## config.mk

```make
export PLATFORM = sky130hd
export DESIGN_NAME = subleq_core
export DESIGN_NICKNAME = d
export VERILOG_FILES = /design/src/rtl/subleq_core_pkg.sv /design/src/rtl/subleq_core_ctrl.sv /design/src/rtl/subleq_core.sv
export SDC_FILE = /design/constraint.sdc
export NUM_CORES = 1
export LEC_CHECK = 0
export ABC_AREA = 1
export CORE_MARGIN = 10
export CORE_UTILIZATION = 35
export CTS_CLUSTER_SIZE = 28
export DETAILED_ROUTE_END_ITERATION = 16
export PLACE_DENSITY = 0.61
export SYNTH_ARGS = -nofsm -noshare
export SYNTH_HDL_FRONTEND = slang
export SYNTH_SLANG_ARGS = --single-unit
```

## constraint.sdc

```tcl
create_clock -name clk -period 1.9 [get_ports clk]
set_input_delay 0.38 -clock clk [delete_from_list [all_inputs] [get_ports clk]]
set_output_delay 0.38 -clock clk [all_outputs]
set_load 0.02 [all_outputs]
```

## src/rtl/subleq_core_pkg.sv

```systemverilog
// Shared definitions for the SUBLEQ core: controller state encoding and
// helpers that classify states by the bus transaction they belong to.
package subleq_core_pkg;

  localparam int STATE_BITS = 4;

  typedef enum logic [STATE_BITS-1:0] {
    IDLE       = 4'd0,
    FETCH_A    = 4'd1,
    WAIT_A     = 4'd2,
    FETCH_B    = 4'd3,
    WAIT_B     = 4'd4,
    FETCH_C    = 4'd5,
    WAIT_C     = 4'd6,
    DEREF_A    = 4'd7,
    WAIT_DA    = 4'd8,
    DEREF_B    = 4'd9,
    WAIT_DB    = 4'd10,
    STORE      = 4'd11,
    WAIT_STORE = 4'd12,
    BRANCH     = 4'd13,
    HALT       = 4'd14
  } state_t;

  // First cycle of a transaction: the only cycle that raises req.
  function automatic logic is_issue(input state_t s);
    return (s == FETCH_A) || (s == FETCH_B) || (s == FETCH_C) ||
           (s == DEREF_A) || (s == DEREF_B) || (s == STORE);
  endfunction

  function automatic logic is_read(input state_t s);
    return (s == FETCH_A) || (s == WAIT_A) || (s == FETCH_B) || (s == WAIT_B) ||
           (s == FETCH_C) || (s == WAIT_C) || (s == DEREF_A) || (s == WAIT_DA) ||
           (s == DEREF_B) || (s == WAIT_DB);
  endfunction

  function automatic logic is_write(input state_t s);
    return (s == STORE) || (s == WAIT_STORE);
  endfunction

endpackage

```

## src/rtl/subleq_core_ctrl.sv

```systemverilog
// Instruction-sequencing FSM of the SUBLEQ core. Walks the six bus
// transactions of one instruction and decides run/step/halt at the boundary.
module subleq_core_ctrl
  import subleq_core_pkg::*;
#(
  parameter int HALT_ON_SELF_LOOP = 1
) (
  input  logic   clk,
  input  logic   areset,
  input  logic   run,
  input  logic   step,
  input  logic   halt,
  input  logic   ack,
  input  logic   leq,
  input  logic   self_loop,
  output state_t state
);

  localparam bit HaltOnLoop = (HALT_ON_SELF_LOOP != 0);

  state_t r_state;
  logic   r_halt_pend;

  assign state = r_state;

  always_ff @(posedge clk) begin
    if (areset) begin
      r_state     <= IDLE;
      r_halt_pend <= 1'b0;
    end else begin
      // A halt request seen mid-instruction is remembered until the boundary.
      if (halt) r_halt_pend <= 1'b1;
      unique case (r_state)
        IDLE: begin
          if (halt || r_halt_pend)  r_state <= HALT;
          else if (run || step)     r_state <= FETCH_A;
        end
        FETCH_A:    r_state <= ack ? FETCH_B : WAIT_A;
        WAIT_A:     if (ack) r_state <= FETCH_B;
        FETCH_B:    r_state <= ack ? FETCH_C : WAIT_B;
        WAIT_B:     if (ack) r_state <= FETCH_C;
        FETCH_C:    r_state <= ack ? DEREF_A : WAIT_C;
        WAIT_C:     if (ack) r_state <= DEREF_A;
        DEREF_A:    r_state <= ack ? DEREF_B : WAIT_DA;
        WAIT_DA:    if (ack) r_state <= DEREF_B;
        DEREF_B:    r_state <= ack ? STORE : WAIT_DB;
        WAIT_DB:    if (ack) r_state <= STORE;
        STORE:      r_state <= ack ? BRANCH : WAIT_STORE;
        WAIT_STORE: if (ack) r_state <= BRANCH;
        BRANCH:     r_state <= (HaltOnLoop && leq && self_loop) ? HALT : IDLE;
        HALT:       r_state <= HALT;
        default:    r_state <= IDLE;
      endcase
    end
  end

endmodule

```

## src/rtl/subleq_core.sv

```systemverilog
// SUBLEQ processor core: mem[B] <- mem[B] - mem[A]; branch to C when the
// result is <= 0. Datapath, retire counter and bus decoding live here.
module subleq_core
  import subleq_core_pkg::*;
#(
  parameter int WORD_SIZE         = 16,
  parameter int RESET_PC          = 0,
  parameter int COUNT_WIDTH       = 32,
  parameter int HALT_ON_SELF_LOOP = 1
) (
  input  logic                   clk,
  input  logic                   areset,
  input  logic                   run,
  input  logic                   step,
  input  logic                   halt,
  input  logic                   ack,
  input  logic [WORD_SIZE-1:0]   data_in,
  output logic                   req,
  output logic                   load,
  output logic                   store,
  output logic [WORD_SIZE-1:0]   addr,
  output logic [WORD_SIZE-1:0]   data_out,
  output logic                   halted,
  output logic [COUNT_WIDTH-1:0] retired
);

  localparam logic [WORD_SIZE-1:0] PcInit = WORD_SIZE'(RESET_PC);

  logic [WORD_SIZE-1:0]   r_pc;
  logic [WORD_SIZE-1:0]   r_ptr_a;
  logic [WORD_SIZE-1:0]   r_ptr_b;
  logic [WORD_SIZE-1:0]   r_ptr_c;
  logic [WORD_SIZE-1:0]   r_a;
  logic [WORD_SIZE-1:0]   r_result;
  logic [COUNT_WIDTH-1:0] r_retired;

  state_t                 w_state;
  logic                   w_leq;
  logic                   w_self_loop;
  logic [WORD_SIZE-1:0]   w_addr;

  function automatic logic [WORD_SIZE-1:0] sub_wrap(input logic [WORD_SIZE-1:0] b,
                                                    input logic [WORD_SIZE-1:0] a);
    logic signed [WORD_SIZE-1:0] diff;
    diff = $signed(b) - $signed(a);
    return diff;
  endfunction

  function automatic logic is_leq(input logic signed [WORD_SIZE-1:0] v);
    return v[WORD_SIZE-1] || (v == '0);
  endfunction

  assign w_leq       = is_leq(r_result);
  assign w_self_loop = (r_ptr_c == r_pc);

  subleq_core_ctrl #(
    .HALT_ON_SELF_LOOP (HALT_ON_SELF_LOOP)
  ) u_ctrl (
    .clk       (clk),
    .areset    (areset),
    .run       (run),
    .step      (step),
    .halt      (halt),
    .ack       (ack),
    .leq       (w_leq),
    .self_loop (w_self_loop),
    .state     (w_state)
  );

  // b is only needed to form the difference, so it goes straight into the
  // result register in its ack cycle rather than being held separately.
  always_ff @(posedge clk) begin
    if (areset) begin
      r_pc      <= PcInit;
      r_ptr_a   <= '0;
      r_ptr_b   <= '0;
      r_ptr_c   <= '0;
      r_a       <= '0;
      r_result  <= '0;
      r_retired <= '0;
    end else begin
      unique case (w_state)
        FETCH_A, WAIT_A:    if (ack) r_ptr_a <= data_in;
        FETCH_B, WAIT_B:    if (ack) r_ptr_b <= data_in;
        FETCH_C, WAIT_C:    if (ack) r_ptr_c <= data_in;
        DEREF_A, WAIT_DA:   if (ack) r_a <= data_in;
        DEREF_B, WAIT_DB:   if (ack) r_result <= sub_wrap(data_in, r_a);
        BRANCH: begin
          r_pc      <= w_leq ? r_ptr_c : r_pc + WORD_SIZE'(3);
          r_retired <= r_retired + COUNT_WIDTH'(1);
        end
        default: ;
      endcase
    end
  end

  always_comb begin
    w_addr = '0;
    unique case (w_state)
      FETCH_A, WAIT_A:     w_addr = r_pc;
      FETCH_B, WAIT_B:     w_addr = r_pc + WORD_SIZE'(1);
      FETCH_C, WAIT_C:     w_addr = r_pc + WORD_SIZE'(2);
      DEREF_A, WAIT_DA:    w_addr = r_ptr_a;
      DEREF_B, WAIT_DB:    w_addr = r_ptr_b;
      STORE, WAIT_STORE:   w_addr = r_ptr_b;
      HALT:                w_addr = '1;
      default:             w_addr = '0;
    endcase
  end

  assign req      = is_issue(w_state);
  assign load     = is_read(w_state);
  assign store    = is_write(w_state);
  assign addr     = w_addr;
  assign data_out = r_result;
  assign halted   = (w_state == HALT);
  assign retired  = r_retired;

endmodule

```

==> results.yml, run 1 <==
grt:
  grt_pass1_vias: 8515
  track_usage_pct: 19.5
  antenna_found_initial: 0
  grt_first_pass_wirelength_mm: 45.4
  grt-ovfl-total: 0
  grt_max_degree: 52
timing:
  maxSlewViolCount: 0
  skew_ps: 14.4
  final_hold_viol_count: 0
  period_minus_slack_ps: 2350
  rsz0062_at_grt: "yes"
  post-route-period-util_pct: 124
  fmax_ghz: 0.425
  setup_ws_ps: -452
  slew_headroom_pct: 67.6
  worstMarginPinSlew_ps: 482
  setup_viol: 17
clock_network:
  cts_max_path_buffers: 2
  htree_num_levels: 4
  cts_buffers: 17
  clock_latency_ps: 420
  path_clk_slew_ps: 60
  cts-root-buf: "clkbuf_16"
  clkSinkCount: 133
  cts_hold_buffers: 0
  tritoncts: "built"
yosys:
  synth.most_common_cell: "nand2_1"
  synth-edff-count: 0
  synth.distinct_cells: 38
  synthTopCellsByCount: "nand2_1 (303), nor2_1 (206), inv_1 (144)"
  netlist_instances: 1284
  synthArstFlopShare_pct: 0
  synth_area_per_cell_sq_um: 6.25
  synth_top_area_share_pct: 33.2
  synth.area.top_cells: "dfxtp_1 (33%), nand2_1 (14%), nor2_1 (9.6%), a21oi_1 (7.7%), o21ai_0 (7.7%)"
  ys_seq_area_share_pct: 33.2
  synth_area_leader_cell: "dfxtp_1"
  syn_nets: 1327
  ys.flop_type: "dfxtp_1"
  synth_area_sq_um: 8030
  ys_warn_count: 0
  ys_ff_latch: 133
place:
  dpl_cell_area_sq_um: 10500
  gp_congestion: 0.969
  dp_hpwl_mm: 22.1
  portBuffers: 89
  place_inst: 1798
critical_path:
  crit_fanout: 13
  crit_path_start_kind: "flop"
  worstPathArrival_ps: 1970
  cp.required_ps: 1520
  crit_type: "reg2out"
  worstSetupEndpointType: "output port"
routing:
  viasPerCell: 4.99
  wl_per_cell_microns: 15.9
  remaining_drc_errors: 0
  wl_mm: 29.4
  drt_iter0_drc: 633
  vias: 9214
  ant_nets: 0
  first_pass_iters: 5
finish:
  fin_cells: 1845
  diodes: 0
  utilization_pct: 52.1
  final_cell_area_sq_um: 11800
  nets: 1590
  syn2layout_area_growth_pct: 46.5
  n_fill_cell: 2266
  drive_above_1_share_pct: 25.2
pwr:
  ir_worst_vdd_v: 0.000829
  p_switching_w: 0.00457
  seqPwrFrac_pct: 29.4
  pwr-share-clk_pct: 28.8
  p_int_w: 0.00732
  p_leak_nw: 5.28
  swShare_pct: 38.4
  fin_total_pwr_w: 0.0119
  combPwrFrac_pct: 41.8
  power_density_nw_per_um2: 1010
job:
  drv_cap: 0
die:
  dieArea_sq_um: 29400
  core_sq_um: 22600
  die_w_microns: 171
  initial_core_util_pct: 35.6
  die_height_microns: 171
  io_pins: 90
  std_cell_rows: 55
status:
  failed_checks: "setup timing"
  status: "finished with violations"
worst_hold_path:
  hold_class: "reg2reg"
## power groups by stage
| stage | logic [W] | registers [W] | clock network, W |
|---|---|---|---|
| 2_1_floorplan | 0.00249 | 0.00347 | 0 |
| 5_1_grt | 0.00546 | 0.00354 | 0.00362 |
| 4_1_cts | 0.00459 | 0.00344 | 0.00347 |
| 3_3_place_gp | 0.00439 | 0.00347 | 0 |
| 6_report | 0.00497 | 0.00349 | 0.00342 |
| 3_5_place_dp | 0.00441 | 0.00348 | 0 |
## final cells by class
cell class                      instances  area [sq um]  area share (%)
Sequential cell                       133          2690            22.9
Timing Repair Buffer                  282          2420            20.6
Inverter                              156           597            5.08
Clock buffer                           18           439            3.73
Tap cell                              285           357            3.03
Multi-Input combinational cell        957          5100            43.3
Clock inverter                         14           164            1.39
## worst max-delay path, stage by stage (launching register included)
cell and delay, ps:
dfxtp_4 380, nand2_2 120, clkinv_2 80, nand2_1 90, nand2_2 90, nor2_4 140, inv_6 80, nand2_1 80
nand2_2 70, a21oi_2 120, nand3_1 110, buf_4 180
## final timing paths
check                             startpoint                         endpoint  slack (ps)  cells after the start
max             u_ctrl.state[2]$_SDFFE_PP0P_                         addr[14]        -450                     11
min reg2reg  u_ctrl.r_halt_pend$_SDFFE_PP0P_  u_ctrl.r_halt_pend$_SDFFE_PP0P_         450                      2
min          u_ctrl.r_halt_pend$_SDFFE_PP0P_  u_ctrl.r_halt_pend$_SDFFE_PP0P_         450                      2
max reg2reg             r_pc[2]$_SDFFE_PP0P_             r_pc[5]$_SDFFE_PP0P_          90                     11
## layer usage
metal | vias to the layer above | wire length [microns] | global-route usage [%]
li1 | 4693 | - | -
met1 | 4263 | 13300 | 25.9
met2 | 222 | 13900 | 31.7
met3 | 36 | 1510 | 2.80
met4 | 0 | 657 | 6.69
met5 | - | 0 | 0
## per-stage QoR
stage	setup TNS [ps]	hold WS, ps	setup slack [ps]
after floorplan	-4.84	425	-4.84
after global placement	-12540	437	-579
after detailed placement	-13210	444	-578
after CTS	-6340	457	-435
after global routing	-7780	480	-526
final	-6330	452	-452
## flip-flops by register name, summed over array words and instances (netlist names)
name / cells
r_a: 16
u_ctrl.r_halt_pend: 1
retired: 32
data_out: 16
r_ptr_a: 16
r_pc: 16
u_ctrl.state: 4
r_ptr_b: 16
r_ptr_c: 16
## cells in the final DEF (no fill, tap or decap), types with 11 or more instances in the layout
| cell type | n |
|---|---|
| xor2_1 | 18 |
| nor2_1 | 189 |
| clkbuf_16 | 17 |
| dlymetal6s2s_1 | 13 |
| nand3_1 | 41 |
| nor3_1 | 16 |
| o21ai_0 | 110 |
| nand3b_1 | 11 |
| ha_1 | 12 |
| a21oi_1 | 111 |
| clkdlybuf4s50_1 | 50 |
| a21oi_2 | 12 |
| nand2_2 | 28 |
| o21ai_1 | 15 |
| nand2_1 | 273 |
| nand4_1 | 19 |
| nor2_2 | 11 |
| nor2_4 | 14 |
| inv_2 | 26 |
| buf_6 | 12 |
| dfxtp_1 | 122 |
| buf_4 | 192 |
| inv_1 | 126 |
## logic make-up (layout without fill, tap and decap cells)
kind of cell	count (synthesis)	in the layout	synth area share, %
buffers and inverters	195	470	9.43
XOR/XNOR	25	25	2.73
AND/OR/NAND/NOR	628	629	32.8
adder cells (fa/ha/maj)	21	21	3.37
AO/OA/AOI/OAI	282	282	18.5
flip-flops	133	133	33.2
## what timing repair did
action,CTS,global route
gates cloned,1,0
setup buffers,9,7
setup endpoints to repair,32,54
gates resized for setup,163,121
endpoints found under the hold margin,0,0
pin swaps,11,38
Note: power is estimated with default switching activity, not from simulation.
==> run 2: changes to the inputs <==
--- a/config.mk
+++ b/config.mk
@@ -6,11 +6,12 @@
 export NUM_CORES = 1
 export LEC_CHECK = 0
 export ABC_AREA = 1
+export CAP_MARGIN = 20
 export CORE_MARGIN = 10
 export CORE_UTILIZATION = 35
 export CTS_CLUSTER_SIZE = 28
 export DETAILED_ROUTE_END_ITERATION = 16
-export PLACE_DENSITY = 0.61
+export PLACE_DENSITY = 0.6
 export SYNTH_ARGS = -nofsm -noshare
 export SYNTH_HDL_FRONTEND = slang
 export SYNTH_SLANG_ARGS = --single-unit
==> run 2 against run 1 <==
Net effect:
- the flow still finishes with violations (setup timing)
- clock power hardly changed
- core utilization grew 0.73 points
- register-to-register slack is essentially flat
- die area did not move
- wire length is 1.1% higher
- critical path type unchanged
- first-iteration DRC count is 0.32% higher
- sequential power hardly changed
==> results.yml, run 2 (synthesis results as in run 1) <==
pwr:
  fin_total_pwr_w: 0.0120
  p_switching_w: 0.00470
  ir_worst_vdd_v: 0.000597
  combPwrFrac_pct: 42.6
  seqPwrFrac_pct: 29.2
  power_density_nw_per_um2: 1010
  p_leak_nw: 5.45
  swShare_pct: 39.1
  p_int_w: 0.00733
  pwr-share-clk_pct: 28.2
routing:
  first_pass_iters: 5
  vias: 9261
  wl_per_cell_microns: 16.0
  viasPerCell: 4.99
  wl_mm: 29.7
  drt_iter0_drc: 635
  remaining_drc_errors: 0
  ant_nets: 0
timing:
  setup_viol: 17
  slew_headroom_pct: 67.3
  fin_setup_tns_ps: -6820
  post-route-period-util_pct: 125
  holdWs_ps: 367
  worstMarginPinSlew_ps: 490
  skew_ps: 10.2
  final_hold_viol_count: 0
  fmax_ghz: 0.422
  setup_ws_ps: -467
  period_minus_slack_ps: 2370
  rsz0062_at_grt: "yes"
  maxSlewViolCount: 0
grt:
  grt_first_pass_wirelength_mm: 46.5
  track_usage_pct: 19.9
  grt-ovfl-total: 0
  grt_pass1_vias: 8772
  antenna_found_initial: 0
  grt_max_degree: 40
die:
  io_pins: 90
  die_height_microns: 171
  std_cell_rows: 55
  die_w_microns: 171
  dieArea_sq_um: 29400
  initial_core_util_pct: 35.6
  core_sq_um: 22600
clock_network:
  cts-root-buf: "clkbuf_16"
  path_clk_slew_ps: 70
  htree_num_levels: 4
  clock_latency_ps: 430
  clkSinkCount: 133
  tritoncts: "built"
  cts_max_path_buffers: 2
  cts_buffers: 17
critical_path:
  crit_family: "buffers and inverters"
  cp_cell_sequence: "inv_4, nand2_4, nand2_4, nand2_2, inv_2, nor2_4, inv_6, a21oi_2, buf_4, nand4_1, buf_6"
  crit_path_start_kind: "flop"
  worstSetupEndpointType: "output port"
  crit_top_cell: "nand2_4"
  worstPathArrival_ps: 1990
  crit_fanout: 12
  crit_type: "reg2out"
  cp.required_ps: 1520
  critPathBufInv: 5
  max_stage_delay_ps: 410
  crit_path_top_delay_cell: "dfxtp_4"
place:
  dp_hpwl_mm: 22.6
  portBuffers: 89
  dpl_cell_area_sq_um: 10600
  gp_congestion: 0.961
finish:
  nets: 1602
  syn2layout_area_growth_pct: 48.6
  utilization_pct: 52.8
  drive_above_1_share_pct: 25.4
  final_cell_mix: "nand2_1 (281), buf_4 (192), nor2_1 (190)"
  largest_reg_flops: 32
  diodes: 0
  final_common_cell: "nand2_1"
  final_cell_area_sq_um: 11900
job:
  drv_cap: 0
status:
  failed_checks: "setup timing"
  status: "finished with violations"
worst_hold_path:
  hold_class: "in2reg"
==> run 2: cell count changes in the layout (fill, tap and decap cells not counted), moves of 3 or more <==
cell	previous run	this run
buf_6	12	22
nand2_2	28	21
inv_2	26	21
inv_8	2	8
buf_12	5	8
dlygate4sd2_1	6	11
nand2_1	273	281
nor3_2	2	5
clkdlybuf4s50_1	50	43
==> run 2: power groups by stage <==
stage | Combinational [W] | Clock [W] | Sequential, W
final | 0.00512 | 0.00339 | 0.00351
after global routing | 0.00563 | 0.00359 | 0.00355
after CTS | 0.00470 | 0.00348 | 0.00347
after detailed placement | 0.00447 | 0 | 0.00349
after global placement | 0.00446 | 0 | 0.00349
after floorplan | 0.00249 | 0 | 0.00347
==> run 2: what timing repair did <==
item | CTS | global route
cloned | 0 | 1
gates resized for setup | 199 | 104
hold buffers | 0 | 0
endpoints found under the setup margin | 50 | 65
setup buffers | 9 | 16
pin swaps | 13 | 35
==> run 2: worst paths after layout <==
kind | start | to | slack, ps | cells after the start
max reg2reg | u_ctrl.state[1]$_SDFFE_PP0P_ | r_ptr_c[4]$_SDFFE_PP0P_ | 90 | 11
max | u_ctrl.state[1]$_SDFFE_PP0P_ | addr[12] | -470 | 11
min | data_in[0] | data_out[0]$_SDFFE_PP0P_ | 370 | 4
min reg2reg | r_a[14]$_SDFFE_PP0P_ | r_a[14]$_SDFFE_PP0P_ | 460 | 2
==> run 2: worst register-to-register path, delay by kind of cell, from the launching register on <==
family	cells	cell delay [ps]
AOI/OAI and AO/OA	2	320
buffers and inverters	4	460
and+or+nand+nor	5	530
DFF	1	380
==> run 2: per-layer routing <==
metal	up-vias	global-route usage (%)	routed length, microns
met3	36	2.68	1390
met5	-	0	0
met4	0	6.73	631
met2	278	33.4	14300
met1	4238	25.7	13300
li1	4709	-	-
==> run 2: cell type report <==
class / instances / area [sq um]
clock buffers: 17 / 425
clock inverters: 15 / 178
inverters: 156 / 609
flip-flops and latches: 133 / 2690
well taps: 285 / 357
multi-input cells: 957 / 5080
repair buffers: 294 / 2580
fillers: 2246 / 10600
==> run 2: per-stage QoR <==
stage / setup WS, ps / cells
6_report: -467 / 1857
5_1_grt: -545 / 1857
4_1_cts: -458 / 1843
3_5_place_dp: -551 / 1802
3_3_place_gp: -517 / 1802
2_1_floorplan: -4.84 / 1284
